**config.mk**
```make
export PLATFORM = sky130hd
export DESIGN_NAME = dot_product_controller
export DESIGN_NICKNAME = d
export VERILOG_FILES = /design/src/rtl/dot_product_pkg.sv /design/src/rtl/dp_mac_unit.sv /design/src/rtl/dot_product_controller.sv
export SDC_FILE = /design/constraint.sdc
export NUM_CORES = 1
export LEC_CHECK = 0
export ABC_AREA = 1
export BUFFER_PORTS_ARGS = -buffer_cell sky130_fd_sc_hd__buf_4
export CORE_MARGIN = 4
export CORE_UTILIZATION = 60
export CTS_CLUSTER_SIZE = 40
export DETAILED_ROUTE_END_ITERATION = 10
export GPL_TIMING_DRIVEN = 0
export PLACE_DENSITY = 0.85
export SYNTH_ARGS = -nofsm -noshare
export SYNTH_HDL_FRONTEND = slang
export SYNTH_SLANG_ARGS = --single-unit
```
**constraint.sdc**
```tcl
create_clock -name clk -period 11.55 [get_ports clk]
set_input_delay 2.31 -clock clk [delete_from_list [all_inputs] [get_ports clk]]
set_output_delay 2.31 -clock clk [all_outputs]
set_load 0.02 [all_outputs]
```
**src/rtl/dot_product_pkg.sv**
```systemverilog
// Shared types and sizing helpers for the dot-product controller slice.
package dot_product_pkg;

   typedef enum logic [2:0] {
      StIdle,
      StFlush,
      StKick,
      StAccum,
      StDone
   } state_e;

   // Accumulator width that can hold VECTOR_WIDTH full-scale products without wrapping.
   function automatic int unsigned acc_width(input int unsigned data_width,
                                             input int unsigned vector_width);
      return 2 * data_width + $clog2(vector_width) + 1;
   endfunction

   localparam int unsigned DefDataWidth   = 8;
   localparam int unsigned DefVectorWidth = 4;
   localparam int unsigned DefAccWidth    = acc_width(DefDataWidth, DefVectorWidth);

   typedef logic [DefDataWidth-1:0] elem_t;
   typedef logic [DefAccWidth-1:0]  acc_t;

endpackage

```
**src/rtl/dp_mac_unit.sv**
```systemverilog
// Multiply-accumulate datapath: unsigned product, accumulator and saturating element count.
module dp_mac_unit
   import dot_product_pkg::*;
#(
   parameter int unsigned DATA_WIDTH   = 8,
   parameter int unsigned VECTOR_WIDTH = 4,
   parameter int unsigned ACC_WIDTH    = acc_width(DATA_WIDTH, VECTOR_WIDTH),
   parameter int unsigned CNT_WIDTH    = $clog2(VECTOR_WIDTH + 1)
) (
   input  logic                  clk_i,
   input  logic                  rst_i,
   input  logic                  clear_i,
   input  logic                  en_i,
   input  logic [DATA_WIDTH-1:0] a_i,
   input  logic [DATA_WIDTH-1:0] b_i,
   output logic [ACC_WIDTH-1:0]  acc_o,
   output logic [CNT_WIDTH-1:0]  elem_cnt_o,
   output logic                  full_o
);

   logic [ACC_WIDTH-1:0] acc_d, acc_q;
   logic [CNT_WIDTH-1:0] cnt_d, cnt_q;
   logic                 full;
   logic                 take;

   assign full = (cnt_q == CNT_WIDTH'(VECTOR_WIDTH));
   // Elements past VECTOR_WIDTH are dropped so the sum never exceeds the sized range.
   assign take = en_i && !full;

   // Next-state for accumulator and element counter.
   always_comb begin
      acc_d = acc_q;
      cnt_d = cnt_q;
      if (clear_i) begin
         acc_d = '0;
         cnt_d = '0;
      end else if (take) begin
         acc_d = acc_q + ACC_WIDTH'(a_i) * ACC_WIDTH'(b_i);
         cnt_d = cnt_q + CNT_WIDTH'(1);
      end
   end

   // Accumulator and counter registers.
   always_ff @(posedge clk_i) begin
      if (rst_i) begin
         acc_q <= '0;
         cnt_q <= '0;
      end else begin
         acc_q <= acc_d;
         cnt_q <= cnt_d;
      end
   end

   assign acc_o      = acc_q;
   assign elem_cnt_o = cnt_q;
   assign full_o     = full;

endmodule

```
**src/rtl/dot_product_controller.sv**
```systemverilog
// Sequencer for the dot-product memory reader: host write forwarding, read kick-off,
// accumulation with watchdog, and a valid/ready result port.
module dot_product_controller
   import dot_product_pkg::*;
#(
   parameter int unsigned DATA_WIDTH     = 8,
   parameter int unsigned VECTOR_WIDTH   = 4,
   parameter int unsigned ADDR_WIDTH     = 5,
   parameter int unsigned ACC_WIDTH      = acc_width(DATA_WIDTH, VECTOR_WIDTH),
   parameter int unsigned TIMEOUT_CYCLES = 64
) (
   input  logic                  clk,
   input  logic                  rst,
   input  logic                  start,
   output logic                  busy,
   input  logic                  host_wr_en,
   input  logic [ADDR_WIDTH-1:0] host_wr_addr,
   input  logic [DATA_WIDTH-1:0] host_data_a,
   input  logic [DATA_WIDTH-1:0] host_data_b,
   output logic                  host_wr_ready,
   output logic                  wr_err,
   output logic                  mem_write_en,
   output logic [ADDR_WIDTH-1:0] mem_write_addr,
   output logic [DATA_WIDTH-1:0] mem_data_a,
   output logic [DATA_WIDTH-1:0] mem_data_b,
   output logic                  mem_start_reading,
   input  logic                  mem_reading_done,
   input  logic [DATA_WIDTH-1:0] mem1_data,
   input  logic [DATA_WIDTH-1:0] mem2_data,
   input  logic                  mem_data_valid,
   output logic [ACC_WIDTH-1:0]  result,
   output logic                  result_valid,
   input  logic                  result_ready,
   output logic                  count_err,
   output logic                  timeout_err
);

   localparam int unsigned CntWidth  = $clog2(VECTOR_WIDTH + 1);
   localparam int unsigned WdogWidth = $clog2(TIMEOUT_CYCLES + 1);

   state_e                state_d, state_q;
   logic [WdogWidth-1:0]  wdog_d, wdog_q;
   logic                  count_err_d, count_err_q;
   logic                  timeout_err_d, timeout_err_q;
   logic                  wr_err_d, wr_err_q;
   logic                  mem_write_en_d, mem_write_en_q;
   logic [ADDR_WIDTH-1:0] mem_write_addr_d, mem_write_addr_q;
   logic [DATA_WIDTH-1:0] mem_data_a_d, mem_data_a_q;
   logic [DATA_WIDTH-1:0] mem_data_b_d, mem_data_b_q;

   logic                  mac_clear;
   logic                  valid_acc;
   logic                  mac_full;
   logic [CntWidth-1:0]   elem_cnt;
   logic [CntWidth-1:0]   cnt_next;
   logic [ACC_WIDTH-1:0]  acc;

   assign valid_acc = (state_q == StAccum) && mem_data_valid;
   // Count as it will be after this cycle, so a valid coincident with done is included.
   assign cnt_next  = elem_cnt + CntWidth'(valid_acc && !mac_full);

   dp_mac_unit #(
      .DATA_WIDTH  (DATA_WIDTH),
      .VECTOR_WIDTH(VECTOR_WIDTH),
      .ACC_WIDTH   (ACC_WIDTH),
      .CNT_WIDTH   (CntWidth)
   ) u_mac (
      .clk_i     (clk),
      .rst_i     (rst),
      .clear_i   (mac_clear),
      .en_i      (valid_acc),
      .a_i       (mem1_data),
      .b_i       (mem2_data),
      .acc_o     (acc),
      .elem_cnt_o(elem_cnt),
      .full_o    (mac_full)
   );

   // FSM next-state, watchdog and sticky error flags.
   always_comb begin
      state_d       = state_q;
      wdog_d        = wdog_q;
      count_err_d   = count_err_q;
      timeout_err_d = timeout_err_q;
      mac_clear     = 1'b0;
      unique case (state_q)
         StIdle: begin
            if (start) begin
               state_d       = StFlush;
               mac_clear     = 1'b1;
               wdog_d        = '0;
               count_err_d   = 1'b0;
               timeout_err_d = 1'b0;
            end
         end
         StFlush: state_d = StKick;
         StKick:  state_d = StAccum;
         StAccum: begin
            wdog_d = valid_acc ? '0 : wdog_q + WdogWidth'(1);
            if (valid_acc && mac_full) begin
               count_err_d = 1'b1;
            end
            if (mem_reading_done) begin
               state_d = StDone;
               if (cnt_next != CntWidth'(VECTOR_WIDTH)) begin
                  count_err_d = 1'b1;
               end
            end else if (!mem_data_valid && (wdog_q == WdogWidth'(TIMEOUT_CYCLES - 1))) begin
               state_d       = StDone;
               timeout_err_d = 1'b1;
            end
         end
         StDone: begin
            if (result_ready) begin
               state_d = StIdle;
            end
         end
         default: state_d = StIdle;
      endcase
   end

   // Host writes pass through only while idle; otherwise they are dropped and flagged.
   always_comb begin
      mem_write_en_d   = 1'b0;
      mem_write_addr_d = mem_write_addr_q;
      mem_data_a_d     = mem_data_a_q;
      mem_data_b_d     = mem_data_b_q;
      wr_err_d         = host_wr_en && (state_q != StIdle);
      if (host_wr_en && (state_q == StIdle)) begin
         mem_write_en_d   = 1'b1;
         mem_write_addr_d = host_wr_addr;
         mem_data_a_d     = host_data_a;
         mem_data_b_d     = host_data_b;
      end
   end

   // Control and write-port registers.
   always_ff @(posedge clk) begin
      if (rst) begin
         state_q          <= StIdle;
         wdog_q           <= '0;
         count_err_q      <= 1'b0;
         timeout_err_q    <= 1'b0;
         wr_err_q         <= 1'b0;
         mem_write_en_q   <= 1'b0;
         mem_write_addr_q <= '0;
         mem_data_a_q     <= '0;
         mem_data_b_q     <= '0;
      end else begin
         state_q          <= state_d;
         wdog_q           <= wdog_d;
         count_err_q      <= count_err_d;
         timeout_err_q    <= timeout_err_d;
         wr_err_q         <= wr_err_d;
         mem_write_en_q   <= mem_write_en_d;
         mem_write_addr_q <= mem_write_addr_d;
         mem_data_a_q     <= mem_data_a_d;
         mem_data_b_q     <= mem_data_b_d;
      end
   end

   assign busy              = (state_q != StIdle);
   assign host_wr_ready     = (state_q == StIdle);
   assign mem_start_reading = (state_q == StKick);
   assign result_valid      = (state_q == StDone);
   assign result            = acc;
   assign count_err         = count_err_q;
   assign timeout_err       = timeout_err_q;
   assign wr_err            = wr_err_q;
   assign mem_write_en      = mem_write_en_q;
   assign mem_write_addr    = mem_write_addr_q;
   assign mem_data_a        = mem_data_a_q;
   assign mem_data_b        = mem_data_b_q;

endmodule

```
# After elaboration in Yosys (flattened, before gate mapping)
# Cells that the tools add are included.
# totals
wordCells	62
out_inout_bits	48
inputBits	44
register_bits	57
# op_classes
multipliers	1
eq_ne	12
n_reduce_logical	15
muxes	19
add_sub_neg	4
# ops
op	n
adder 19 x 16 -> 19 bit	1
multiplier 8 x 8 -> 16 bit	1
case mux 3 bit (5 select lines)	1
2-to-1 mux 7 bit	2
case mux 7 bit (2 select lines)	1
2-to-1 mux 3 bit	4
2-to-1 mux 1 bit	9
adder 7 x 1 -> 7 bit, second input constant	1
equality test 7 x 6 -> 1 bit, second input constant	1
equality test 3 x 2 -> 1 bit, second input constant	2
equality test 3 bit, second input constant	2
logical AND 1 bit	6
!= test 2 x 1 -> 1 bit, second input constant	2
!= test 2 bit, second input constant	2
case mux 1 bit (2 select lines)	2
AND reduction 4 bit	1
adder 3 x 1 -> 3 bit	1
adder 3 x 1 -> 3 bit, second input constant	1
equality test 3 x 1 -> 1 bit, second input constant	1
logical NOT 3 bit	1
!= test 3 x 2 -> 1 bit, second input constant	1
!= test 3 bit, second input constant	1
AND reduction 3 bit	1
nonzero test 3 bit	1
4 further kinds	5

# Depth between registers and ports, before layout
# Gate-level depths: netlist of run 1.
# depth
ltp_word	8
depth_mapped	22
ltp_nobuf	21

# Cells and area by module
# A second synthesis of run 1 with hierarchy kept.
# unflattened
hier_cells	771
area_unflattened_um2	5335.1
# by_module_without_submodules
module	area_per_inst_um2	cells_per_inst	instances
dp_mac_unit	3804.9	560	1
dot_product_controller	1530.2	211	1

# Least setup slack after synthesis of run 1
# No wires, ideal clock.
# synth_path
path_type	in2reg
start	input port mem1_data[4]
end	register u_mac.acc_q[18] (netlist: u_mac.acc_o[18])
setup_ps	115
slack_ps	5600
arrival_time_ps	5835
n_path_buf	1
required_ps	11435
path_stages	17
cell_sequence	clkbuf_1 > nand2_1 > fa_1 > inv_1 > fa_1 > inv_1 > fa_1 > fa_1 > inv_1 > ha_1 > nand2_1 > nand2_1 > a21oi_1 > nor2b_1 > nand2_1 > a21oi_1 > nor2_1
# synth_via
elab_chain_cells	2
# synth_rtl
element	line_no	rtl
start, declared	dot_product_controller.sv:28	input logic [DATA_WIDTH-1:0] mem1_data,
multiplier 8 x 8 -> 16 bit	dp_mac_unit.sv:38	acc_d = acc_q + ACC_WIDTH'(a_i) * ACC_WIDTH'(b_i);
adder 19 x 16 -> 19 bit	dp_mac_unit.sv:38	
end signal, assigned	dp_mac_unit.sv:46	acc_q <= '0;
end signal, assigned	dp_mac_unit.sv:49	acc_q <= acc_d;
end, declared	dp_mac_unit.sv:21	logic [ACC_WIDTH-1:0] acc_d, acc_q;
# Every way passes these cells.
# A chain may end at the register's enable or synchronous reset.

# Worst setup path in the final report of run 1
# layout_path
start	input port mem1_data[1]
end	register u_mac.acc_q[17] (netlist: u_mac.acc_o[17])
# The elaborated chain is that of the path after synthesis.

==> results of run 1 <==
==> sequential cells by signal, indices dropped and copies added, names as in the netlist <==
signal,count
u_mac.acc_o,19
mem_data_a,8
mem_data_b,8
wdog_q,7
mem_write_addr,5
state_q,3
u_mac.elem_cnt_o,3
count_err,1
mem_write_en,1
timeout_err,1
wr_err,1
==> final cells by class <==
class | instances | area [µm²] | area share (%)
repair buffers | 74 | 556 | 8.95
flip-flops and latches | 57 | 1140 | 18.4
clock inverters | 5 | 31.3 | 0.504
inverters | 205 | 772 | 12.4
well taps | 108 | 135 | 2.18
multi-input cells | 481 | 3290 | 53.0
plain buffers | 30 | 143 | 2.30
clock buffers | 11 | 141 | 2.28
==> critical path: stages <==
cell and delay, ns:
sky130_fd_sc_hd__clkbuf_1 0.33, sky130_fd_sc_hd__nand2_1 0.14, sky130_fd_sc_hd__fa_1 0.50, sky130_fd_sc_hd__fa_1 0.55
sky130_fd_sc_hd__inv_1 0.06, sky130_fd_sc_hd__fa_1 0.54, sky130_fd_sc_hd__inv_1 0.06, sky130_fd_sc_hd__fa_1 0.56
sky130_fd_sc_hd__inv_1 0.05, sky130_fd_sc_hd__ha_1 0.34, sky130_fd_sc_hd__nand2_1 0.11, sky130_fd_sc_hd__nor2_1 0.11
sky130_fd_sc_hd__nand2_1 0.08, sky130_fd_sc_hd__nand3_1 0.13, sky130_fd_sc_hd__nand2_1 0.10, sky130_fd_sc_hd__nand3_1 0.09
sky130_fd_sc_hd__nand2_1 0.05, sky130_fd_sc_hd__nor2_1 0.08, sky130_fd_sc_hd__nor2_1 0.04
==> cells by family after synthesis <==
group                      after synthesis
AOI/OAI and AO/OA                       76
buffers and inverters                  235
adders and majority gates               96
DFF                                     57
and+or+nand+nor                        304
xor gates and xnor gates                 5
==> metrics by stage <==
| stage | instances | hold slack (ns) | util, % |
|---|---|---|---|
| floorplan | 773 | 0.439 | - |
| global placement | 955 | 0.446 | 69.5 |
| detailed placement | 955 | 0.452 | 69.5 |
| CTS | 971 | 0.463 | 71.5 |
| global route | 971 | 0.486 | 71.5 |
| finish | 971 | 0.465 | 71.5 |
==> how the worst max path moves through the flow <==
stage                       from              end  slack, ns  cells past startpoint
global placement    mem1_data[0]  u_mac.acc_o[17]       5.26                     19
floorplan           mem1_data[4]  u_mac.acc_o[18]       5.60                     17
detailed placement  mem1_data[1]  u_mac.acc_o[17]       5.22                     19
CTS                 mem1_data[1]  u_mac.acc_o[17]       5.57                     19
finish              mem1_data[1]  u_mac.acc_o[17]       5.54                     19
global route        mem2_data[7]  u_mac.acc_o[17]       5.24                     18
==> power groups by stage <==
| stage | Combinational, W | Clock (W) | Sequential (W) |
|---|---|---|---|
| after detailed placement | 0.000556 | 0 | 0.000241 |
| after global placement | 0.000540 | 0 | 0.000239 |
| after global routing | 0.000646 | 0.000177 | 0.000240 |
| final | 0.000563 | 0.000167 | 0.000237 |
| after CTS | 0.000561 | 0.000169 | 0.000237 |
| after floorplan | 0.000389 | 0 | 0.000261 |
==> metal layers <==
metal | track usage (%) | vias up | part of all wire (%)
met3 | 6.76 | 29 | 8.1
li1 | - | 2460 | -
met1 | 28.6 | 2290 | 40
met4 | 11.5 | 0 | 2.8
met5 | 0 | - | 0
met2 | 44.1 | 169 | 49
==> placed cells by master, fill, tap and decap left out, types with 2 or more instances in the layout <==
cell	synthesis	final
sky130_fd_sc_hd__dfxtp_1	57	57
sky130_fd_sc_hd__clkinv_2	0	3
sky130_fd_sc_hd__fa_1	50	50
sky130_fd_sc_hd__clkbuf_8	0	10
sky130_fd_sc_hd__inv_1	203	203
sky130_fd_sc_hd__buf_6	2	2
sky130_fd_sc_hd__o21ai_1	6	6
sky130_fd_sc_hd__ha_1	46	46
sky130_fd_sc_hd__nand2_2	3	3
sky130_fd_sc_hd__clkbuf_1	20	21
sky130_fd_sc_hd__buf_2	6	6
sky130_fd_sc_hd__o21ai_0	14	14
sky130_fd_sc_hd__nand4_1	6	6
sky130_fd_sc_hd__nand2_1	200	200
sky130_fd_sc_hd__xor2_1	5	5
sky130_fd_sc_hd__nor2_1	34	34
sky130_fd_sc_hd__nor2_4	3	3
sky130_fd_sc_hd__or2_2	2	2
sky130_fd_sc_hd__buf_4	2	76
sky130_fd_sc_hd__a21oi_1	53	53
sky130_fd_sc_hd__nand3_1	53	53
==> reports/summary.md, run 1 <==
Of all nets on the critical path, the largest fanout is 8. The worst hold path belongs to the class register to register. The switching share of total power is 47.3%.

Worst clock skew on the final layout: 0.0136 ns. By startpoint and endpoint, the worst setup path is classified as input port to register. The power per cell area came out at 156 nW/µm².

The number of flops mapped to enable cells by yosys was 0; the fill cell total of the finished layout was 711. The final-report hold violation count is 0, and the switching power is 0.000458 W. In the final layout, the share of cells above drive strength 1 is 12.9%.

The final instance area is 6210 µm², and the worst slew margin relative to its limit is 64.7%. Detailed routing inserted a total of 4948 vias. The number of endpoints failing setup at the final stage was 0; the clock tree buffer depth was 2. The multiplexer area fraction after synthesis was 0%; the sum of net half-perimeters after detailed placement was 10100 µm. The synthesized area per cell is 6.91 µm², and the register area share after synthesis is 21.4%. The worst hold path was traced through 2 stages. The launch instance of the worst min-delay path was mem_write_addr[1]. The internal portion of the total power is 0.000509 W. The worst register-to-register path begins at u_mac.acc_o[7]. The fraction of power consumed by combinational cells was 58.2%; the post-route fraction of the period consumed by the critical path was 52.0%. The repair_antennas step left the layout with diodes totalling 0. The number of DRC violations after detailed-routing iteration 0 was 210.

For this run, asynchronously set or reset flops after synthesis account for 0%. The total overflow left after global routing is 0. Entering global routing, the biggest net connects 11 pins.

In the routed design, unresolved DRC markers number 0. CTS placed an instance of sky130_fd_sc_hd__clkbuf_8 at the clock tree root. TritonCTS built the clock tree. The die is 102 µm wide. The clock drives 57 sinks. The logs give 5019 for the via count of the first global-routing pass and 17.3% for the part of the total power dissipated in the clock network.

The type of destination of the critical path is a register. Setup repair after global routing left no endpoint under its margin. The synthesis warning total is 0.

The number of pins exceeding their max-slew limit in the final report is 0, and the placer congestion estimate is 0.895. The final routed wirelength across all metal layers is 12200 µm. In the final design database the tool counted 998 nets. The setup fix buffers added after clock tree synthesis came out at 0. The number of library cell types mapped by synthesis is 27, and the number of antenna violations at the first check in global routing is 0.

In this run the number of H-tree levels came out at 3. Highest attainable clock frequency: 166 MHz. For the pin with the worst max-slew slack, the measured transition is 0.529 ns.

The aggregate negative setup slack came out at 0 ns. After synthesis the netlist holds a flip-flop and latch count of 57. In this run the critical register-to-register path is captured at u_mac.acc_o[17]. The flow ran to the end, and the final reports show no timing, DRC or antenna violations. The adder and majority cell fraction of the synthesized area is 29.5%. The cell taking the most area after synthesis was sky130_fd_sc_hd__dfxtp_1. Buffers placed on the I/O ports in this run total 74. The tools report the core region area as 8680 µm².

The area growth from synthesis to layout is 16.2%. sky130_fd_sc_hd__inv_1 is the most common cell in the netlist. The clock reaches the later pin of the worst-skew pair after 0.34 ns. After Yosys synthesis, and, or, nand and nor cells account for 23.9% of the synthesized area. The detail route stage leaves a number of antenna-violating nets equal to 0.

Summing internal, switching and leakage power gives 0.000967 W. The logs give 9 for the number of buffers inserted during clock tree synthesis and 61.6% for the starting density of the core. The tools report the startpoint kind of the worst setup timing path as an input port. 92 I/O pins were placed.

Timing analysis after detailed placement gives a worst setup slack of 5.22 ns. The number of cells traversed by the worst register-to-register path came out at 18. For the maximum ir drop on the vdd rail, the log shows 129 µV.

By area, the combinational part of the netlist is dominated by adder cells. Once the clock tree was built, the resizer swapped 0 gates to a different size. In this run the cell area of the synthesized design comes to 5340 µm². In the synthesized netlist, the number of instances is 773. The area fraction of the dominant cell type after synthesis came out at 21.4%. Detailed-routing iteration count for the pre-antenna-repair pass: 5. The average routed wire per standard cell is 12.6 µm. The floorplan step defined a die boundary enclosing 10500 µm². By count the netlist is led by sky130_fd_sc_hd__inv_1, sky130_fd_sc_hd__nand2_1, sky130_fd_sc_hd__dfxtp_1, sky130_fd_sc_hd__a21oi_1, sky130_fd_sc_hd__nand3_1. The synthesized netlist devotes 7.28% of its cell area to compound gates. The logs give 0 for the cts-stage hold buffer count and 913 for the post-synthesis net count. For the number of max-capacitance violations reported, the log shows 0.

Sequential cells account for 24.5% of the total power. Summing the areas of all xor and xnor instances in the mapped netlist gives 0.820% of the synthesized area. From bottom edge to top edge, the die measures 102 µm. For the area of placed instances, the log shows 6030 µm². The internal reg-to-reg setup slack came out at 7.58 ns.

The average via count per standard cell works out to 5.10. By area the synthesized netlist is led by sky130_fd_sc_hd__dfxtp_1, sky130_fd_sc_hd__fa_1, sky130_fd_sc_hd__inv_1. For this run, the total global-route usage over all layers was measured as 25.2%. After floorplanning, the core was divided into 34 placement rows. For this run, the leading register cell type out of synthesis is sky130_fd_sc_hd__dfxtp_1. The endpoint of the worst hold path was mem_write_addr[1]. The tools report the minimum setup slack in the final design as 5.54 ns.

The wire length of the first global-routing pass was 21200 µm. Clock-pin slew was measured on the worst setup and hold paths at 0.06 ns. For the data required time of the worst path, the log shows 11.78 ns. Data on the critical path arrives at its endpoint at 6.24 ns. The post-layout minimum cycle time is 6.01 ns, and the cell leakage power is 3.60 nW.
No activity file was read; power rests on OpenSTA's default activity.
==> run 2: changes to the inputs <==
ABC_AREA = 0   (was 1)
CORE_UTILIZATION = 52   (was 60)
PLACE_DENSITY = 0.78   (was 0.85)
clock period = 5.4 ns   (was 11.55 ns; I/O delays follow)
==> run 2 against run 1 <==
Via count down 11%. Combinational power up 100%. Critical path depth down 3. Clock power up 130%. Hold slack worse by 0.0059 ns.
==> reports/summary.md, run 2 <==
The most used standard cell by instance count after synthesis is sky130_fd_sc_hd__inv_1 (unchanged). The number of max-capacitance violations reported was 0 (unchanged); the number of cells traversed by the worst register-to-register path was 14 (was 18). The vertical extent of the die is 106 µm (was 102 µm), and the area taken by flip-flops and latches is 1140 µm² (unchanged). The data required time of the worst path came out at 5.64 ns (was 11.78 ns). The post-layout minimum cycle time came out at 5.07 ns. For the DRC violation count after routing, the log shows 0 (unchanged).

The tools report the sum of net half-perimeters after detailed placement as 9630 µm (was 10100 µm). The run gives 21000 µm (was 21200 µm) as the wire length of the first global-routing pass. The register area share after synthesis came out at 22.8% (was 21.4%). The run gives 852 (was 998) as the count of nets after finishing.

The number of top-level pins is 92 (unchanged). The tools report the starting density of the core as 53.7% (was 61.6%). The synthesized area per cell was 8.17 µm² (was 6.91 µm²). The run gives 5 (unchanged) as the detailed-routing iteration count for the pre-antenna-repair pass. The run gives 0 (unchanged) as the final-report hold violation count. The root buffer cell is sky130_fd_sc_hd__clkbuf_8 (unchanged). Last element of the critical path: u_mac.acc_o[13] (was u_mac.acc_o[17]).

Area growth from synthesis to layout: 20.3% (was 16.2%). The average routed wire per standard cell was 13.9 µm (was 12.6 µm); the clock-pin slew reported for the worst setup and hold paths after clock tree synthesis was 0.07 ns (was 0.06 ns). Number of DRC violations after detailed-routing iteration 0: 244 (was 210). The maximum fanout encountered on the critical timing path is 8 (unchanged), and the worst slew margin relative to its limit is 62.4% (was 64.7%). The post-route fraction of the period consumed by the critical path is 93.8%, and the flip-flop count of the largest register after layout is 19 (unchanged). For the via count of the first global-routing pass, the log shows 4629 (was 5019). The highest attainable clock frequency is 197 MHz. The overall track demand over capacity in global routing came out at 22.5% (was 25.2%).

The later-pin clock latency in the skew report is 0.34 ns (about the same), and the number of gates resized after cts is 0 (unchanged). Final global-route overflow total: 0 (unchanged). Path category of the worst min-delay check: register to register (unchanged). The number of flops mapped to enable cells by yosys is 0 (unchanged), and the number of buffers inserted during clock tree synthesis is 9 (unchanged). The share of async-settable or async-resettable flops after synthesis works out to 0% (unchanged). The area of placed instances is 5830 µm² (was 6030 µm²). The run finished with clean final reports. The kind of critical path was input port to register (unchanged). The tools report the fill cell total of the finished layout as 818 (was 711). Startpoint kind of the worst setup timing path: an input port (unchanged). The maximum ir drop on the vdd rail is 270 µV (was 129 µV), and the number of pins exceeding their max-slew limit in the final report is 0 (unchanged).

Transition time of the tightest slew-check pin: 0.564 ns (was 0.529 ns). The average via count per standard cell came out at 5.23 (was 5.10). Main flop type after synthesis: sky130_fd_sc_hd__dfxtp_1 (unchanged). The number of rows created at floorplan was 35 (was 34); the setup fix buffers added after clock tree synthesis was 0 (unchanged). The run gives 1.02 ns (was 7.58 ns) as the internal reg-to-reg setup slack. The run gives 11300 µm² (was 10500 µm²) as the total die area. Count of clock tree sinks: 57 (unchanged). The gate count of the mapped netlist was 613 (was 773); the aggregate negative setup slack was 0 ns (unchanged). The type of destination of the critical path is a register (unchanged). The die extent in x was 106 µm (was 102 µm); the signal arrival time at the worst endpoint was 5.30 ns (was 6.24 ns). The worst hold-check slack was 0.459 ns (was 0.465 ns); the number of diodes added for antenna fixing was 0 (unchanged). The run gives 0 (unchanged) as the number of endpoints failing setup at the final stage.

The flip-flop and latch count after synthesis was 57 (unchanged); the maximum level of the CTS H-tree was 3 (unchanged). The count of port buffers added during placement was 88 (was 74). Synth area leaders: sky130_fd_sc_hd__dfxtp_1, sky130_fd_sc_hd__fa_1, sky130_fd_sc_hd__ha_1 (was sky130_fd_sc_hd__dfxtp_1, sky130_fd_sc_hd__fa_1, sky130_fd_sc_hd__inv_1). The leading cell type in the layout, fill and taps excluded is sky130_fd_sc_hd__inv_1 (unchanged). The logs give 753 (was 913) for the post-synthesis net count and 11800 µm (was 12200 µm) for the final routed wirelength across all metal layers. Maximum number of pins on one net before global-route repair: 11 (unchanged). The total design power is 0.00205 W (was 0.000967 W), and the placer congestion estimate is 0.870 (was 0.895). The clock tree buffer depth is 2 (unchanged), and the via total after detailed routing is 4421 (was 4948). Top cells by count, synth: sky130_fd_sc_hd__inv_1, sky130_fd_sc_hd__nand2_1, sky130_fd_sc_hd__dfxtp_1, sky130_fd_sc_hd__a21oi_1, sky130_fd_sc_hd__fa_1 (was sky130_fd_sc_hd__inv_1, sky130_fd_sc_hd__nand2_1, sky130_fd_sc_hd__dfxtp_1, sky130_fd_sc_hd__a21oi_1, sky130_fd_sc_hd__nand3_1). Cell leakage power: 2.94 nW (was 3.60 nW). Top library cells by usage in the layout, fill and taps aside: sky130_fd_sc_hd__inv_1, sky130_fd_sc_hd__nand2_1, sky130_fd_sc_hd__buf_4 (unchanged). The run gives 0 (unchanged) as the residual antenna-violating net count after detailed routing. The tools report the reg-to-reg critical path endpoint as u_mac.acc_o[13] (was u_mac.acc_o[17]).

For the synthesis warning total, the log shows 0 (unchanged). Setup repair after global routing left no endpoint under its margin. The area of the mapped netlist is 5010 µm² (was 5340 µm²). The core region area is 9330 µm² (was 8680 µm²), and the number of antenna violations at the first check in global routing is 0 (unchanged). The area fraction of the dominant cell type after synthesis is 22.8% (was 21.4%). The fraction of final layout cells sized beyond drive strength 1 is 17.0% (was 12.9%). Startpoint of the worst-slack reg-to-reg timing path: u_mac.acc_o[4] (was u_mac.acc_o[7]). The power per cell area is 340 nW/µm² (was 156 nW/µm²). For the cts-stage hold buffer count, the log shows 0 (unchanged). The source of the critical timing path was mem2_data[1] (was mem1_data[1]). For the area occupied by multi-input gates, the log shows 3380 µm² (was 3290 µm²).

TritonCTS built the clock tree. The tools report the number of library cell types mapped by synthesis as 52 (was 27). The worst clock skew on the final layout is 0.00772 ns (was 0.0136 ns).

Final instance area: 6030 µm² (was 6210 µm²). Cell taking the most area after synthesis: sky130_fd_sc_hd__dfxtp_1 (unchanged).
-- run 2: area by class of cell --
| cell class | instances | share of cell area, % |
|---|---|---|
| clock inverter | 5 | 0.934 |
| timing repair buffer | 88 | 11.0 |
| inverter | 104 | 6.52 |
| multi-input combinational | 432 | 56.1 |
| clock buffer | 10 | 2.28 |
| buffer | 20 | 1.54 |
| tap | 129 | 2.68 |
| sequential | 57 | 18.9 |
-- run 2: stage by stage --
step           std cells  util (%)  setup WS, ns
3_3_place_gp         830      62.5        0.0483
3_5_place_dp         830      62.5       0.00237
6_report             845      64.6         0.335
4_1_cts              845      64.6         0.338
2_1_floorplan        613         -         0.475
5_1_grt              845      64.6        0.0714
-- run 2: critical path, stage by stage --
cell                       delay [ns]
sky130_fd_sc_hd__clkbuf_1        0.29
sky130_fd_sc_hd__nand2_1         0.13
sky130_fd_sc_hd__fa_1            0.51
sky130_fd_sc_hd__inv_1           0.05
sky130_fd_sc_hd__fa_1            0.47
sky130_fd_sc_hd__fa_1            0.49
sky130_fd_sc_hd__inv_1           0.06
sky130_fd_sc_hd__fa_1            0.54
sky130_fd_sc_hd__inv_1           0.04
sky130_fd_sc_hd__ha_1            0.38
sky130_fd_sc_hd__a21o_1          0.16
sky130_fd_sc_hd__nor2_1          0.05
sky130_fd_sc_hd__a21oi_1         0.34
sky130_fd_sc_hd__a311oi_1        0.18
sky130_fd_sc_hd__or4_1           0.42
sky130_fd_sc_hd__o311ai_1        0.10
-- run 2: kinds of logic (layout without fill, tap and decap cells) --
family,after synthesis,count (layout),share of synthesized area [%]
simple gates,225,225,22.1
buf+inv,124,227,9.69
compound gates,100,100,12.0
fa+ha+maj,96,96,31.5
flops,57,57,22.8
xor+xnor,9,9,1.57
mux,2,2,0.400
-- run 2: per-layer routing --
| layer | GRT usage [%] | share of wire (%) |
|---|---|---|
| met4 | 6.75 | 1.7 |
| met3 | 6.01 | 7.0 |
| met2 | 39.5 | 49 |
| met5 | 0 | 0 |
| met1 | 27.0 | 43 |
-- run 2: where the power goes --
part           switching, W  total [W]  internal (W)
sequential        0.0000387   0.000510      0.000471
clock              0.000167   0.000389      0.000222
combinational      0.000698    0.00115      0.000455
total              0.000903    0.00205       0.00115
-- run 2: how the worst min path moves through the flow --
stage                      startpoint                 to  depth (start not counted)
finish              mem_write_addr[2]  mem_write_addr[2]                          2
global route        mem_write_addr[4]  mem_write_addr[4]                          2
CTS                 mem_write_addr[2]  mem_write_addr[2]                          2
detailed placement  mem_write_addr[2]  mem_write_addr[2]                          2
global placement        mem_data_b[5]      mem_data_b[5]                          2
floorplan                   wdog_q[5]          wdog_q[5]                          1
==> run 3: changes to the inputs <==
PLACE_DENSITY = 0.76   (was 0.78)
==> run 3 against run 2 <==
Combinational power about the same. Critical endpoint unchanged. Wire length up 0.91%. Die area unchanged. Core utilization up 0.17 points.
==> reports/summary.md, run 3 (synthesis results as in run 2) <==
The wire length of the first global-routing pass was 20400 µm (was 21000 µm); the clock-pin slew reported for the worst setup and hold paths after clock tree synthesis was 0.06 ns (was 0.07 ns). The type of destination of the critical path was a register (unchanged). Power per cell area: 346 nW/µm² (was 340 nW/µm²). The tools report the placer congestion estimate as 0.854 (was 0.870). The leading cell type in the layout, fill and taps excluded was sky130_fd_sc_hd__inv_1 (unchanged). Kind of critical path: input port to register (unchanged). The logs give 4540 (was 4629) for the via count of the first global-routing pass and 830 (unchanged) for the number of placed instances, taps included. The total die area came out at 11300 µm² (unchanged). Worst path buffer plus inverter count: 4 (unchanged). The vertical extent of the die is 106 µm (unchanged). The fraction of final layout cells sized beyond drive strength 1 is 17.0% (about the same). For the starting density of the core, the log shows 53.7% (unchanged). Data required time of the worst path: 5.63 ns (was 5.64 ns).

The tools report the worst slew margin relative to its limit as 63.3% (was 62.4%). For the number of rows created at floorplan, the log shows 35 (unchanged). The number of max-capacitance violations reported was 0 (unchanged). The path category of the worst min-delay check is register to register (unchanged). Source of the critical timing path: mem2_data[1] (unchanged).

The core region area came out at 9330 µm² (unchanged). The startpoint of the worst-slack reg-to-reg timing path is u_mac.acc_o[7] (was u_mac.acc_o[4]). The sum of net half-perimeters after detailed placement was 9760 µm (was 9630 µm); the die extent in x was 106 µm (unchanged). The number of diodes added for antenna fixing is 0 (unchanged), and the DRC violation count after routing is 0 (unchanged). The most used cell along the critical path is sky130_fd_sc_hd__fa_1 (unchanged). The slowest cell on the critical path was sky130_fd_sc_hd__fa_1 (unchanged). Setup repair after global routing left no endpoint under its margin.

The aggregate negative setup slack is 0 ns (unchanged). The final global-route overflow total is 0 (unchanged). The run finished with clean final reports. The post-route non-filler standard cell count came out at 846 (was 845).

Root buffer cell: sky130_fd_sc_hd__clkbuf_8 (unchanged). The detailed-routing iteration count for the pre-antenna-repair pass was 5 (unchanged). TritonCTS built the clock tree. The sequential share of power was 24.4% (was 24.9%). The launch instance of the worst min-delay path was mem_data_b[3] (was mem_write_addr[2]).

The highest attainable clock frequency is 196 MHz (was 197 MHz), and the signal arrival time at the worst endpoint is 5.34 ns (was 5.30 ns). The count of nets after finishing was 852 (unchanged); the count of clock tree sinks was 57 (unchanged). The post-layout minimum cycle time is 5.11 ns (was 5.07 ns). The setup fix buffers added after clock tree synthesis is 0 (unchanged), and the post-route fraction of the period consumed by the critical path is 94.7% (was 93.8%). The tools report the clock tree buffer depth as 2 (unchanged).

The run gives 22.0% (was 22.5%) as the overall track demand over capacity in global routing. The number of DRC violations after detailed-routing iteration 0 is 241 (was 244), and the cts-stage hold buffer count is 0 (unchanged). For the later-pin clock latency in the skew report, the log shows 0.33 ns (was 0.34 ns). The fraction of power consumed by combinational cells was 55.2% (was 56.2%); the final routed wirelength across all metal layers was 11900 µm (was 11800 µm).

The logs give 0.00118 W (was 0.00115 W) for the cell internal power dissipation and 0.0137 ns (was 0.00772 ns) for the worst clock skew on the final layout. Sequence of cells on the critical path: clkbuf_1, nand2_1, fa_1, inv_1, fa_1, fa_1, inv_1, fa_1, inv_1, ha_1, a21o_1, nor2_1, a21oi_1, a311oi_1, or4_1, o311ai_1 (unchanged). The via total after detailed routing is 4422 (was 4421).

Final cell utilization of the core: 64.8% (was 64.6%). For the maximum level of the CTS H-tree, the log shows 3 (unchanged). The worst hold-check slack was 0.457 ns (was 0.459 ns); the maximum ir drop on the vdd rail was 270 µV (about the same).

For the number of gates resized after cts, the log shows 0 (unchanged). The number of antenna violations at the first check in global routing was 0 (unchanged); the average routed wire per standard cell was 14.0 µm (was 13.9 µm). The biggest cell delay along the critical path was 0.54 ns (about the same); the switching share of total power was 43.4% (was 44.0%).

The flip-flop count of the largest register after layout was 19 (unchanged). The cell leakage power is 2.95 nW (was 2.94 nW). The maximum number of pins on one net before global-route repair was 11 (unchanged). The tools report the startpoint kind of the worst setup timing path as an input port (unchanged). Total design power: 0.00209 W (was 0.00205 W).

The count of port buffers added during placement is 88 (unchanged), and the residual antenna-violating net count after detailed routing is 0 (unchanged). The maximum fanout encountered on the critical timing path is 8 (unchanged). The cell family with the largest share of critical-path delay was adder cells (unchanged).

The part of the total power dissipated in the clock network is 20.4% (was 18.9%), and the transition time of the tightest slew-check pin is 0.551 ns (was 0.564 ns). The area growth from synthesis to layout works out to 20.6% (was 20.3%). The run gives 0.000909 W (was 0.000903 W) as the switching power.

The logs give 92 (unchanged) for the number of top-level pins and 0 (unchanged) for the number of pins exceeding their max-slew limit in the final report. The average via count per standard cell was 5.23 (about the same); the number of endpoints failing setup at the final stage was 0 (unchanged). Top library cells by usage in the layout, fill and taps aside: sky130_fd_sc_hd__inv_1, sky130_fd_sc_hd__nand2_1, sky130_fd_sc_hd__buf_4 (unchanged). The final-report hold violation count is 0 (unchanged). Number of buffers inserted during clock tree synthesis: 9 (unchanged).
==> run 3: metal layers <==
layer  vias to the layer above  track usage [%]  part of all wire [%]
met2                       142             38.0                    49
met1                      2093             27.0                    43
met3                        16             5.65                   6.6
li1                       2171                -                     -
met5                         -                0                     0
met4                         0             6.38                   1.4
==> run 3: area by class of cell <==
| cell class | instances | area [µm²] |
|---|---|---|
| buffer | 20 | 92.6 |
| clock buffer | 10 | 128 |
| clock inverter | 6 | 82.6 |
| fill | 786 | 3290 |
| inverter | 104 | 393 |
| multi-input combinational | 432 | 3380 |
| sequential | 57 | 1140 |
| tap | 129 | 161 |
| timing repair buffer | 88 | 661 |
==> run 3: worst register-to-register path, cell delays in order (launching register included) <==
cell                       delay (ns)
sky130_fd_sc_hd__dfxtp_1         0.38
sky130_fd_sc_hd__inv_1           0.08
sky130_fd_sc_hd__fa_1            0.53
sky130_fd_sc_hd__inv_1           0.05
sky130_fd_sc_hd__fa_1            0.46
sky130_fd_sc_hd__fa_1            0.49
sky130_fd_sc_hd__inv_1           0.07
sky130_fd_sc_hd__fa_1            0.54
sky130_fd_sc_hd__inv_1           0.04
sky130_fd_sc_hd__ha_1            0.37
sky130_fd_sc_hd__a21o_1          0.16
sky130_fd_sc_hd__nor2_1          0.05
sky130_fd_sc_hd__a21oi_1         0.36
sky130_fd_sc_hd__a311oi_1        0.19
sky130_fd_sc_hd__or4_1           0.42
sky130_fd_sc_hd__o311ai_1        0.10
==> run 3: power by group through the flow <==
stage / combinational [W] / clock (W) / sequential, W
after floorplan: 0.000773 / 0 / 0.000561
final: 0.00116 / 0.000427 / 0.000511
after global routing: 0.00130 / 0.000460 / 0.000518
after CTS: 0.00115 / 0.000435 / 0.000510
after detailed placement: 0.00114 / 0 / 0.000518
after global placement: 0.00111 / 0 / 0.000514
==> run 3: stage by stage <==
step,instance area [µm²],setup slack [ns]
2_1_floorplan,5010,0.475
3_3_place_gp,5830,0.0436
3_5_place_dp,5830,0.0302
4_1_cts,6040,0.364
5_1_grt,6040,0.146
6_report,6040,0.289
==> run 3: path summary, 6_finish.rpt <==
path              depth (start not counted)  slack, ns         endpoint
hold / removal                            2       0.46    mem_data_b[3]
hold reg to reg                           2       0.46    mem_data_b[3]
setup reg to reg                         15       1.00  u_mac.acc_o[13]
setup / recovery                         16       0.29  u_mac.acc_o[13]
